`config.mk`:
```
export PLATFORM = sky130hd
export DESIGN_NAME = mem_arbiter
export DESIGN_NICKNAME = d
export VERILOG_FILES = /design/src/rtl/mem_arbiter.sv
export SDC_FILE = /design/constraint.sdc
export NUM_CORES = 1
export LEC_CHECK = 0
export BUFFER_PORTS_ARGS = -buffer_cell sky130_fd_sc_hd__buf_2
export CORE_ASPECT_RATIO = 0.75
export CORE_MARGIN = 1.5
export CORE_UTILIZATION = 42
export DETAILED_ROUTE_END_ITERATION = 12
export HOLD_SLACK_MARGIN = 0.1
export PLACE_DENSITY = 0.76
export SETUP_SLACK_MARGIN = 0.2
export SLEW_MARGIN = 20
export SYNTH_ARGS = -nofsm -noshare
export SYNTH_HDL_FRONTEND = slang
export SYNTH_SLANG_ARGS = --single-unit
```
`constraint.sdc`:
```
create_clock -name i_clk -period 1.85 [get_ports i_clk]
set_clock_uncertainty 0.2 [all_clocks]
set_input_delay 0.0925 -clock i_clk [delete_from_list [all_inputs] [get_ports i_clk]]
set_output_delay 0.0925 -clock i_clk [all_outputs]
set_load 0.05 [all_outputs]
```
`src/rtl/mem_arbiter.sv`:
```
// mem_arbiter
//   Arbitrates a CPU instruction-fetch port and a data (load/store) port onto
//   a single memory bus. One transfer is in flight at a time. Simultaneous
//   requests alternate between the ports, so neither port can starve the
//   other. A bus watchdog aborts transfers the memory never acknowledges.
//   All outputs come straight from flops.
//
// Parameters
//   TIMEOUT       cycles to wait for i_mem_ack before aborting (1..255)
//
// Ports
//   i_clk, i_rst_n          clock (rising edge), async active-low reset
//   i_stb_inst, i_iaddr     fetch request / address (held until o_ack_inst)
//   i_flush_inst            cancel a pending or in-flight fetch
//   o_ack_inst, o_inst      fetch done pulse / fetched instruction
//   i_stb_data, i_daddr     data request / address (held until o_ack_data)
//   i_dwdata, i_dwe, i_dsel store data, write enable, byte lanes
//   o_ack_data, o_drdata    data done pulse / load data
//   o_err                   with an ack: the transfer timed out
//   o_mem_*                 memory bus request side
//   i_mem_ack, i_mem_rdata  memory completion and read data
//
// state  | meaning
// -------+-------------------------------------------------------------
// IDLE   | no transfer; arbitrate and grant at most one request
// BUSY_I | fetch on the bus, waiting for i_mem_ack or the watchdog
// BUSY_D | load/store on the bus, waiting for i_mem_ack or the watchdog
// RESP   | one cycle: owning ack (and o_err) presented, then IDLE
module mem_arbiter #(
  parameter int unsigned TIMEOUT = 255
) (
  input  logic        i_clk,
  input  logic        i_rst_n,
  input  logic        i_stb_inst,
  input  logic [31:0] i_iaddr,
  input  logic        i_flush_inst,
  output logic        o_ack_inst,
  output logic [31:0] o_inst,
  input  logic        i_stb_data,
  input  logic [31:0] i_daddr,
  input  logic [31:0] i_dwdata,
  input  logic        i_dwe,
  input  logic [3:0]  i_dsel,
  output logic        o_ack_data,
  output logic [31:0] o_drdata,
  output logic        o_err,
  output logic        o_mem_stb,
  output logic        o_mem_we,
  output logic [31:0] o_mem_addr,
  output logic [31:0] o_mem_wdata,
  output logic [3:0]  o_mem_sel,
  input  logic        i_mem_ack,
  input  logic [31:0] i_mem_rdata
);

  localparam logic [7:0]  TIMEOUT_CNT = 8'(TIMEOUT);
  localparam logic [31:0] NOP_INST    = 32'h0000_0013;

  typedef enum logic [1:0] {
    IDLE   = 2'd0,
    BUSY_I = 2'd1,
    BUSY_D = 2'd2,
    RESP   = 2'd3
  } state_t;

  state_t      state_q, state_d;
  logic        last_data_q, last_data_d;   // 1: data port won the last grant
  logic [7:0]  timer_q, timer_d;
  logic        drop_q, drop_d;

  logic        ack_inst_q, ack_inst_d;
  logic [31:0] inst_q, inst_d;
  logic        ack_data_q, ack_data_d;
  logic [31:0] drdata_q, drdata_d;
  logic        err_q, err_d;
  logic        mem_stb_q, mem_stb_d;
  logic        mem_we_q, mem_we_d;
  logic [31:0] mem_addr_q, mem_addr_d;
  logic [31:0] mem_wdata_q, mem_wdata_d;
  logic [3:0]  mem_sel_q, mem_sel_d;

  // Arbitration and watchdog helpers
  logic        inst_req;
  logic        data_req;
  logic        grant_data;
  logic [7:0]  timer_inc;
  logic        timeout_hit;
  logic        drop_now;

  assign inst_req    = i_stb_inst & ~i_flush_inst;
  assign data_req    = i_stb_data;
  // Data wins when it is alone, or on a tie when the fetch port won last.
  assign grant_data  = data_req & (~inst_req | ~last_data_q);
  assign timer_inc   = timer_q + 8'd1;
  assign timeout_hit = (timer_inc == TIMEOUT_CNT);
  // A flush arriving in the very cycle the fetch completes still drops it.
  assign drop_now    = drop_q | i_flush_inst;

  always_ff @(posedge i_clk or negedge i_rst_n) begin
    if (!i_rst_n) begin
      state_q     <= IDLE;
      last_data_q <= 1'b0;
      timer_q     <= 8'd0;
      drop_q      <= 1'b0;
      ack_inst_q  <= 1'b0;
      inst_q      <= 32'd0;
      ack_data_q  <= 1'b0;
      drdata_q    <= 32'd0;
      err_q       <= 1'b0;
      mem_stb_q   <= 1'b0;
      mem_we_q    <= 1'b0;
      mem_addr_q  <= 32'd0;
      mem_wdata_q <= 32'd0;
      mem_sel_q   <= 4'd0;
    end else begin
      state_q     <= state_d;
      last_data_q <= last_data_d;
      timer_q     <= timer_d;
      drop_q      <= drop_d;
      ack_inst_q  <= ack_inst_d;
      inst_q      <= inst_d;
      ack_data_q  <= ack_data_d;
      drdata_q    <= drdata_d;
      err_q       <= err_d;
      mem_stb_q   <= mem_stb_d;
      mem_we_q    <= mem_we_d;
      mem_addr_q  <= mem_addr_d;
      mem_wdata_q <= mem_wdata_d;
      mem_sel_q   <= mem_sel_d;
    end
  end

  always_comb begin
    state_d     = state_q;
    last_data_d = last_data_q;
    timer_d     = timer_q;
    drop_d      = drop_q;
    ack_inst_d  = 1'b0;
    inst_d      = inst_q;
    ack_data_d  = 1'b0;
    drdata_d    = drdata_q;
    err_d       = 1'b0;
    mem_stb_d   = mem_stb_q;
    mem_we_d    = mem_we_q;
    mem_addr_d  = mem_addr_q;
    mem_wdata_d = mem_wdata_q;
    mem_sel_d   = mem_sel_q;

    case (state_q)
      IDLE: begin
        timer_d = 8'd0;
        drop_d  = 1'b0;
        if (inst_req || data_req) begin
          mem_stb_d = 1'b1;
          if (grant_data) begin
            state_d     = BUSY_D;
            last_data_d = 1'b1;
            mem_we_d    = i_dwe;
            mem_addr_d  = i_daddr;
            mem_wdata_d = i_dwdata;
            mem_sel_d   = i_dsel;
          end else begin
            state_d     = BUSY_I;
            last_data_d = 1'b0;
            mem_we_d    = 1'b0;
            mem_addr_d  = i_iaddr;
            mem_wdata_d = 32'd0;
            mem_sel_d   = 4'b1111;
          end
        end
      end

      BUSY_I: begin
        drop_d = drop_now;
        if (i_mem_ack) begin
          state_d   = RESP;
          mem_stb_d = 1'b0;
          if (!drop_now) begin
            inst_d     = i_mem_rdata;
            ack_inst_d = 1'b1;
          end
        end else if (timeout_hit) begin
          state_d   = RESP;
          mem_stb_d = 1'b0;
          timer_d   = timer_inc;
          // A dropped fetch produces no ack, so it cannot flag an error either.
          if (!drop_now) begin
            inst_d     = NOP_INST;
            ack_inst_d = 1'b1;
            err_d      = 1'b1;
          end
        end else begin
          timer_d = timer_inc;
        end
      end

      BUSY_D: begin
        if (i_mem_ack) begin
          state_d    = RESP;
          mem_stb_d  = 1'b0;
          ack_data_d = 1'b1;
          if (!mem_we_q) begin
            drdata_d = i_mem_rdata;
          end
        end else if (timeout_hit) begin
          state_d    = RESP;
          mem_stb_d  = 1'b0;
          timer_d    = timer_inc;
          ack_data_d = 1'b1;
          err_d      = 1'b1;
          if (!mem_we_q) begin
            drdata_d = 32'd0;
          end
        end else begin
          timer_d = timer_inc;
        end
      end

      RESP: begin
        state_d = IDLE;
        drop_d  = 1'b0;
      end

      default: begin
        state_d = IDLE;
      end
    endcase
  end

  assign o_ack_inst  = ack_inst_q;
  assign o_inst      = inst_q;
  assign o_ack_data  = ack_data_q;
  assign o_drdata    = drdata_q;
  assign o_err       = err_q;
  assign o_mem_stb   = mem_stb_q;
  assign o_mem_we    = mem_we_q;
  assign o_mem_addr  = mem_addr_q;
  assign o_mem_wdata = mem_wdata_q;
  assign o_mem_sel   = mem_sel_q;

endmodule

```
==> tab_implementation.tex, run 1 <==
\begin{tabular}{lr}
\hline
Metric & Value \\
\hline
\multicolumn{2}{l}{\textbf{Timing}} \\
Final critical-path required period & 2.169 ns \\
Tightest slew margin relative to the limit & 0.3517 \\
Pin slew with the least headroom to its limit & around 0.97 ns \\
Maximum clock frequency & $\sim$460 MHz \\
Period Utilization, post-route & 1.172 \\
Number of max-slew violations in the final report & 0 \\
Total of endpoints with negative setup slack in the final report & about 110 \\
Post-layout worst setup margin & -0.3188 ns \\
Final hold vios & 0 \\
Setup repair after global routing missed its margin & true \\
\multicolumn{2}{l}{\textbf{Critical path}} \\
Sequence of cells on the critical path & buf\_6 > ha\_4 > nand4\_1 > nor2\_2 > o211a\_4 > buf\_4 > o21ai\_4 > buf\_12 > a22o\_2 \\
Cell with the largest stage delay on the worst path & dfrtp\_1 \\
Dominant delay contributor by cell family on the critical path & compound AO/OA/AOI/OAI gates \\
Endpoint arrival time on the critical path & 2.27 ns \\
Crit. End Element & flop \\
Launching element type of the critical path & flop \\
Crit path kind & reg2reg \\
Critical Path Max Stage Delay & between 0.4 and 0.5 ns \\
Worst EP required & 1.95 ns \\
Crit path max fanout & 17 \\
Buffers plus inverters on the worst setup path & 3 \\
\multicolumn{2}{l}{\textbf{Min path}} \\
Classification of the worst-slack hold path & in2reg \\
\multicolumn{2}{l}{\textbf{Outcome}} \\
Outcome & complete, but fails checks \\
Failing checks & setup timing \\
\multicolumn{2}{l}{\textbf{Yosys}} \\
Per-instance average area after synthesis & between 10 and 15 um2 \\
Share of synthesized area occupied by flip-flops and latches & 0.6154 \\
Warning count from the yosys run & 0 \\
Share of flip-flops with an asynchronous set or reset & 1.000 \\
Synthesized instance count & 480 \\
Prevailing post-synth register cell & dfrtp\_1 \\
Post-synthesis net count & 625 \\
Cell area after synthesis & about 6000 um2 \\
\#FFs+latches synth & between 100 and 150 \\
Number of enable-type register cells in the synthesized netlist & 0 \\
Distinct cell type count after synthesis & 37 \\
\multicolumn{2}{l}{\textbf{Floorplanning}} \\
Height of the die & around 110 um \\
Die area & around 15,000 um2 \\
Row count & 37 \\
Initial core utilization & 0.4362 \\
Die width & approximately 140 um \\
Placeable core region & $\sim$14,000 um2 \\
I/O pin cnt & about 280 \\
\multicolumn{2}{l}{\textbf{Finish}} \\
Layout cell share with drive strength beyond 1 & 0.5421 \\
Layout Utilization & 0.8105 \\
Diodes inserted & 0 \\
Final cell area excluding filler cells & about 11,000 um2 \\
Synth-to-layout area growth & 85.81\% \\
NumNets Final & between 1,000 and 1,500 \\
\multicolumn{2}{l}{\textbf{Power and ir drop}} \\
Maximum resistive drop on vdd & $\sim$1.2 mV \\
Power consumption & 0.02244 W \\
Cell Pwr Density & around 2000 nW/um2 \\
Leakage power figure & 5.727 nW \\
\multicolumn{2}{l}{\textbf{Clocking}} \\
Number of levels the H-tree was split into & 4 \\
Clock sinks & 149 \\
Clock root buffer master & clkbuf\_16 \\
Clock tree from TritonCTS & done \\
Clock transition time at the flip-flop clock pins of the worst setup and hold paths & around 0.07 ns \\
CTS Buf Count & 17 \\
Clock insertion delay at the later pin of the skew report & between 0.4 and 0.5 ns \\
Maximum buffer depth of the clock tree & 2 \\
\multicolumn{2}{l}{\textbf{Global routing}} \\
Remaining global-route overflow & 0 \\
Number of antenna violations at the first check in global routing & 0 \\
Total GRT Usage & 0.3126 \\
Number of global-route vias before repair & between 6,000 and 7,000 \\
Maximum number of pins on one net before global-route repair & 59 \\
First-pass GRT wire length & about 36,000 um \\
\multicolumn{2}{l}{\textbf{Placed design}} \\
Post-detail-place hpwl & between 10,000 and 15,000 um \\
Placer's final routability congestion estimate & 0.8220 \\
Setup slack at placement & -0.3964 ns \\
Port Buffer Count & approximately 280 \\
Placement Cell Area & 7869 um2 \\
\multicolumn{2}{l}{\textbf{Routing}} \\
Vias per inst & between 5 and 6 \\
Routed via count & between 6,000 and 7,000 \\
Routed WL per cell & 23.60 um \\
Violation count after the first detailed-routing iteration & between 400 and 500 \\
ANT nets after route & 0 \\
Final wirelength & between 20,000 and 30,000 um \\
Residual DRC count & 0 \\
Total iterations of the first detailed-routing run & 5 \\
\multicolumn{2}{l}{\textbf{Job}} \\
Number of maximum-capacitance violations & 0 \\
\hline
\end{tabular}
## worst register-to-register path: stages, from the launching register on
cell and delay (ns):
dfrtp_1 0.41, buf_6 0.14, ha_4 0.11, nand4_1 0.13, nor2_2 0.22, o211a_4 0.21, buf_4 0.12, o21ai_4 0.08
buf_12 0.18, a22o_2 0.27
## logic make-up (layout without fill, tap and decap cells)
| family | Yosys count | count (layout) | synth area share |
|---|---|---|---|
| adder cells (fa/ha/maj) | 6 | 6 | 0.01239 |
| buffers and inverters | 45 | 547 | 0.03862 |
| multiplexers | 32 | 32 | 0.05287 |
| XOR/XNOR | 8 | 8 | 0.01156 |
| AND/OR/NAND/NOR | 79 | 81 | 0.05783 |
| AO/OA/AOI/OAI | 161 | 162 | 0.2113 |
| flip-flops | 149 | 149 | 0.6154 |
## area by class of cell
type / count / area [um2]
Clock buffer: 18 / 429.2
Clock inverter: 14 / 187.7
Fill cell: 695 / 2631
Inverter: 10 / 47.55
Multi-Input combinational cell: 289 / 2690
Sequential cell: 149 / 3729
Tap cell: 175 / 219.0
Timing Repair Buffer: 505 / 3955
## where the power goes
part | leakage (nW) | internal [W] | switching [W]
combinational | 3.57 | 0.00443 | 0.00850
clock | 0.293 | 0.00217 | 0.00154
sequential | 1.87 | 0.00469 | 0.00112
## cells in the mapped netlist (all sizes together) (2+ instances only)
cell type / number / area share
dfrtp: 149 / 0.62
a22o: 95 / 0.14
nand2: 46 / 0.029
o21ai: 44 / 0.040
mux2i: 32 / 0.053
buf: 18 / 0.022
clkbuf: 17 / 0.011
nor2: 16 / 0.0099
inv: 10 / 0.0062
a21oi: 8 / 0.0066
ha: 6 / 0.012
o22a: 5 / 0.0072
xnor2: 4 / 0.0058
xor2: 4 / 0.0058
nand3: 3 / 0.0025
nand4: 3 / 0.0031
and2: 2 / 0.0023
nand2b: 2 / 0.0021
nor2b: 2 / 0.0021
nor3b: 2 / 0.0033
o2bb2ai: 2 / 0.0029
## through the flow
step                hold WS (ns)  TNS [ns]  cells
CTS                       0.1201    -7.565   1133
finish                    0.1384    -21.13   1160
global placement         -0.2491    -15.91    932
detailed placement       -0.2450    -17.88    932
floorplan                -0.4031    -1.693    480
global route              0.1421    -26.03   1160
## sequential cells by signal, summed over array words and instances (netlist names), 2 cells and up
signal       cells
o_drdata        32
o_inst          32
o_mem_addr      32
o_mem_wdata     32
timer_q          8
o_mem_sel        4
state_q          2
## layer usage
layer	track usage	wire length, um	vias to the layer above
met5	0	0	-
met4	0.1370	1165	0
met3	0.06655	2290	91
met2	0.5474	14170	466
met1	0.3730	9752	3271
li1	-	-	2757
## placed cells by master (no fill, tap or decap), types with 4 or more instances in the layout
master / count
o21ai_4: 6
buf_4: 38
nor2_4: 4
a22o_2: 25
inv_1: 5
o21ai_2: 32
inv_6: 7
nand2_1: 8
a22o_1: 67
nor2_1: 9
nand2_2: 17
dfrtp_1: 149
o21ai_1: 4
nand2_4: 21
buf_6: 23
xor2_1: 4
buf_12: 15
clkbuf_16: 24
a21oi_2: 5
dlygate4sd3_1: 142
o22a_1: 5
buf_2: 274
mux2i_1: 30
## what timing repair did
action / in CTS / in global routing
hold buffers: 143 / 1
gates resized for setup: 89 / 101
endpoints found under the setup margin: 144 / 167
cloned: 8 / 9
buffers inserted: 18 / 18
endpoints found under the hold margin: 291 / 2
pin swaps: 61 / 60
## path summary, 6_finish.rpt
check	from	endpoint	slack (ns)	depth (start not counted)
min in group asynchronous	i_rst_n	o_drdata[23]$_DFFE_PN0P_	0.34	3
min	i_mem_ack	o_ack_inst$_DFF_PN0_	0.14	4
max reg2reg	timer_q[1]$_DFFE_PN0P_	o_inst[14]$_DFFE_PN0P_	-0.32	9
max	timer_q[1]$_DFFE_PN0P_	o_inst[14]$_DFFE_PN0P_	-0.32	9
min reg2reg	o_mem_addr[31]$_DFFE_PN0P_	o_mem_addr[31]$_DFFE_PN0P_	0.29	2
max in group asynchronous	i_rst_n	o_mem_addr[22]$_DFFE_PN0P_	0.37	4
Note: power is estimated with default switching activity, not from simulation.
==> run 2, diff against run 1 <==
--- a/config.mk
+++ b/config.mk
@@ -8,10 +8,10 @@
 export BUFFER_PORTS_ARGS = -buffer_cell sky130_fd_sc_hd__buf_2
 export CORE_ASPECT_RATIO = 0.75
 export CORE_MARGIN = 1.5
-export CORE_UTILIZATION = 42
+export CORE_UTILIZATION = 47
 export DETAILED_ROUTE_END_ITERATION = 12
 export HOLD_SLACK_MARGIN = 0.1
-export PLACE_DENSITY = 0.76
+export PLACE_DENSITY = 0.8
 export SETUP_SLACK_MARGIN = 0.2
 export SLEW_MARGIN = 20
 export SYNTH_ARGS = -nofsm -noshare
==> constraint.sdc (replaced) <==
create_clock -name i_clk -period 2 [get_ports i_clk]
set_clock_uncertainty 0.2 [all_clocks]
set_input_delay 0.1 -clock i_clk [delete_from_list [all_inputs] [get_ports i_clk]]
set_output_delay 0.1 -clock i_clk [all_outputs]
set_load 0.05 [all_outputs]
==> run 2 against run 1 <==
- the run still ends with setup timing left
- global-route usage is 2.4 points higher
- register-to-register slack gained 0.11 ns
- critical path depth unchanged
- critical path type unchanged
- critical endpoint is now o_inst[21]$_DFFE_PN0P_
==> tab_implementation.tex, run 2 (synthesis results as in run 1) <==
\begin{tabular}{lr}
\hline
Metric & Value \\
\hline
\multicolumn{2}{l}{\textbf{Critical path}} \\
Launch point of the worst reg-to-reg path & timer\_q[1]\$\_DFFE\_PN0P\_ \\
Crit. End Element & flop \\
Most frequent cell on the critical path & buf\_6 \\
Sequence of cells on the critical path & buf\_6 > ha\_4 > nand4\_1 > nor2\_2 > o211a\_4 > buf\_6 > o21ai\_4 > clkbuf\_16 > a22o\_4 \\
Crit path kind & reg2reg \\
Critical Path Max Stage Delay & $\sim$0.43 ns \\
Buffers plus inverters on the worst setup path & 3 \\
Cell with the largest stage delay on the worst path & dfrtp\_1 \\
Crit path max fanout & 7 \\
Worst EP required & 2.10 ns \\
Critical path startpoint & timer\_q[1]\$\_DFFE\_PN0P\_ \\
R2R Setup Slk & -0.21 ns \\
Launching element type of the critical path & flop \\
Endpoint arrival time on the critical path & 2.31 ns \\
Dominant delay contributor by cell family on the critical path & compound AO/OA/AOI/OAI gates \\
\multicolumn{2}{l}{\textbf{Floorplanning}} \\
Row count & 35 \\
Die width & between 100 and 150 um \\
I/O pin cnt & approximately 280 \\
Initial core utilization & 0.4871 \\
Height of the die & 101.3 um \\
Die area & 13,590 um2 \\
Placeable core region & around 12,000 um2 \\
\multicolumn{2}{l}{\textbf{Finish}} \\
Layout cell share with drive strength beyond 1 & 0.4356 \\
Most frequent cells in the layout & 274 x buf\_2, 148 x dfrtp\_1, 139 x dlygate4sd3\_1 \\
Synth-to-layout area growth & 69.91\% \\
Most common cell after layout, fill and taps aside & buf\_2 \\
NumNets Final & 1,065 \\
\multicolumn{2}{l}{\textbf{Power and ir drop}} \\
Cell Pwr Density & $\sim$1900 nW/um2 \\
Leakage power figure & approximately 5.3 nW \\
Internal & between 0.009 and 0.01 W \\
Switching power share of the total & 0.4891 \\
Clock network fraction of design power & 0.192 \\
Logic gate share of total power & 0.531 \\
Sequential cell fraction of total power & 0.277 \\
Net switching power & 0.009332 W \\
Maximum resistive drop on vdd & between 1.5 and 2 mV \\
\multicolumn{2}{l}{\textbf{Timing}} \\
Pin slew with the least headroom to its limit & approximately 0.5 ns \\
Hold slack final & $\sim$0.25 ns \\
Final hold vios & 0 \\
Total of endpoints with negative setup slack in the final report & 68 \\
Final critical-path required period & between 2 and 2.5 ns \\
Period Utilization, post-route & 1.103 \\
Number of max-slew violations in the final report & 0 \\
Maximum clock frequency & roughly 450 MHz \\
Tightest slew margin relative to the limit & 0.6723 \\
Setup repair after global routing missed its margin & true \\
Post-layout worst setup margin & -0.2065 ns \\
\multicolumn{2}{l}{\textbf{Outcome}} \\
Failing checks & setup timing \\
Outcome & complete, but fails checks \\
\multicolumn{2}{l}{\textbf{Clocking}} \\
Clock root buffer master & clkbuf\_16 \\
Clock tree from TritonCTS & done \\
Clock sinks & 149 \\
Maximum buffer depth of the clock tree & 2 \\
Clock transition time at the flip-flop clock pins of the worst setup and hold paths & approximately 0.070 ns \\
CTS Buf Count & 17 \\
Clock insertion delay at the later pin of the skew report & roughly 0.42 ns \\
Number of levels the H-tree was split into & 4 \\
\multicolumn{2}{l}{\textbf{Routing}} \\
Violation count after the first detailed-routing iteration & 493 \\
Routed WL per cell & between 20 and 25 um \\
Residual DRC count & 0 \\
Vias per inst & 5.837 \\
Routed via count & about 6,400 \\
ANT nets after route & 0 \\
Total iterations of the first detailed-routing run & 5 \\
Final wirelength & $\sim$25,000 um \\
\multicolumn{2}{l}{\textbf{Global routing}} \\
Maximum number of pins on one net before global-route repair & a little under 80 \\
Number of antenna violations at the first check in global routing & 6 \\
Number of global-route vias before repair & between 6,000 and 7,000 \\
First-pass GRT wire length & about 35,000 um \\
Remaining global-route overflow & 0 \\
Total GRT Usage & 0.3369 \\
\multicolumn{2}{l}{\textbf{Job}} \\
Number of maximum-capacitance violations & 0 \\
\multicolumn{2}{l}{\textbf{Placed design}} \\
Post-detail-place hpwl & about 12,000 um \\
Port Buffer Count & roughly 280 \\
Placer's final routability congestion estimate & 0.8381 \\
Setup slack at placement & -0.2473 ns \\
\multicolumn{2}{l}{\textbf{Min path}} \\
Classification of the worst-slack hold path & in2reg \\
Hold path startpoint & i\_dwdata[10] \\
\hline
\end{tabular}
-- run 2: cell count changes in the layout (fill, tap and decap cells not counted), sizes merged, moves of 2 or more --
cell / before / now
bufinv: 3 / 6
inv: 18 / 11
buf: 354 / 311
clkbuf: 25 / 23
clkinv: 0 / 3
dlygate4sd3: 142 / 139
diode: 0 / 6
nand2b: 4 / 2
-- run 2: stage by stage --
step	util	cell area [um2]	setup TNS, ns	instances	power [W]
finish	0.8277	10290	-8.828	1104	0.01908
floorplan	-	6081	0	480	0.01161
CTS	0.8053	10020	-1.631	1092	0.01811
detailed placement	0.6237	7757	-10.58	913	0.01400
global placement	0.6237	7757	-6.340	913	0.01376
global route	0.8277	10290	-13.23	1104	0.01967
-- run 2: layer usage --
layer,GRT usage,vias to the layer above,routed length (um)
li1,-,2641,-
met1,0.3549,3121,8622
met2,0.5880,504,12490
met3,0.09309,178,1949
met4,0.2514,0,1908
met5,0,-,0
-- run 2: tightest hold or removal path, delay by kind of cell --
kind | cells | cell delay [ns]
AO/OA/AOI/OAI | 1 | 0.11
buffers and inverters | 2 | 0.62
-- run 2: path summary, 6_finish.rpt --
| kind | to | cells after the start |
|---|---|---|
| worst max-delay path | o_inst[21]$_DFFE_PN0P_ | 9 |
| worst min-delay path | o_mem_wdata[10]$_DFFE_PN0P_ | 3 |
| worst max register to register | o_inst[21]$_DFFE_PN0P_ | 9 |
| worst min register to register | o_mem_addr[29]$_DFFE_PN0P_ | 2 |
| max in group asynchronous | o_mem_wdata[29]$_DFFE_PN0P_ | 4 |
| min in group asynchronous | o_mem_addr[24]$_DFFE_PN0P_ | 3 |
-- run 2: power by group through the flow --
| stage | Clock, W | Sequential, W | Combinational (W) |
|---|---|---|---|
| CTS | 0.00365 | 0.00512 | 0.00934 |
| floorplan | 0 | 0.00936 | 0.00225 |
| detailed placement | 0 | 0.00509 | 0.00890 |
| finish | 0.00366 | 0.00529 | 0.0101 |
| global route | 0.00385 | 0.00539 | 0.0104 |
| global placement | 0 | 0.00507 | 0.00869 |
-- run 2: area by class of cell --
type,count,area (um2)
antenna,6,15.01
clock buffer,19,442.9
clock inverter,12,226.5
fill,650,2143
inverter,10,37.54
multi-input combinational,288,2364
sequential,149,3730
tap,166,207.7
timing repair buffer,454,3271
-- run 2: what timing repair did --
item / 4_1_cts / 5_1_grt
endpoints found under the setup margin: 107 / 130
gates cloned: 2 / 5
endpoints found under the hold margin: 292 / 0
resized for setup: 23 / 36
pin swaps: 13 / 20
buffers inserted: 7 / 1
hold buffers: 139 / 0
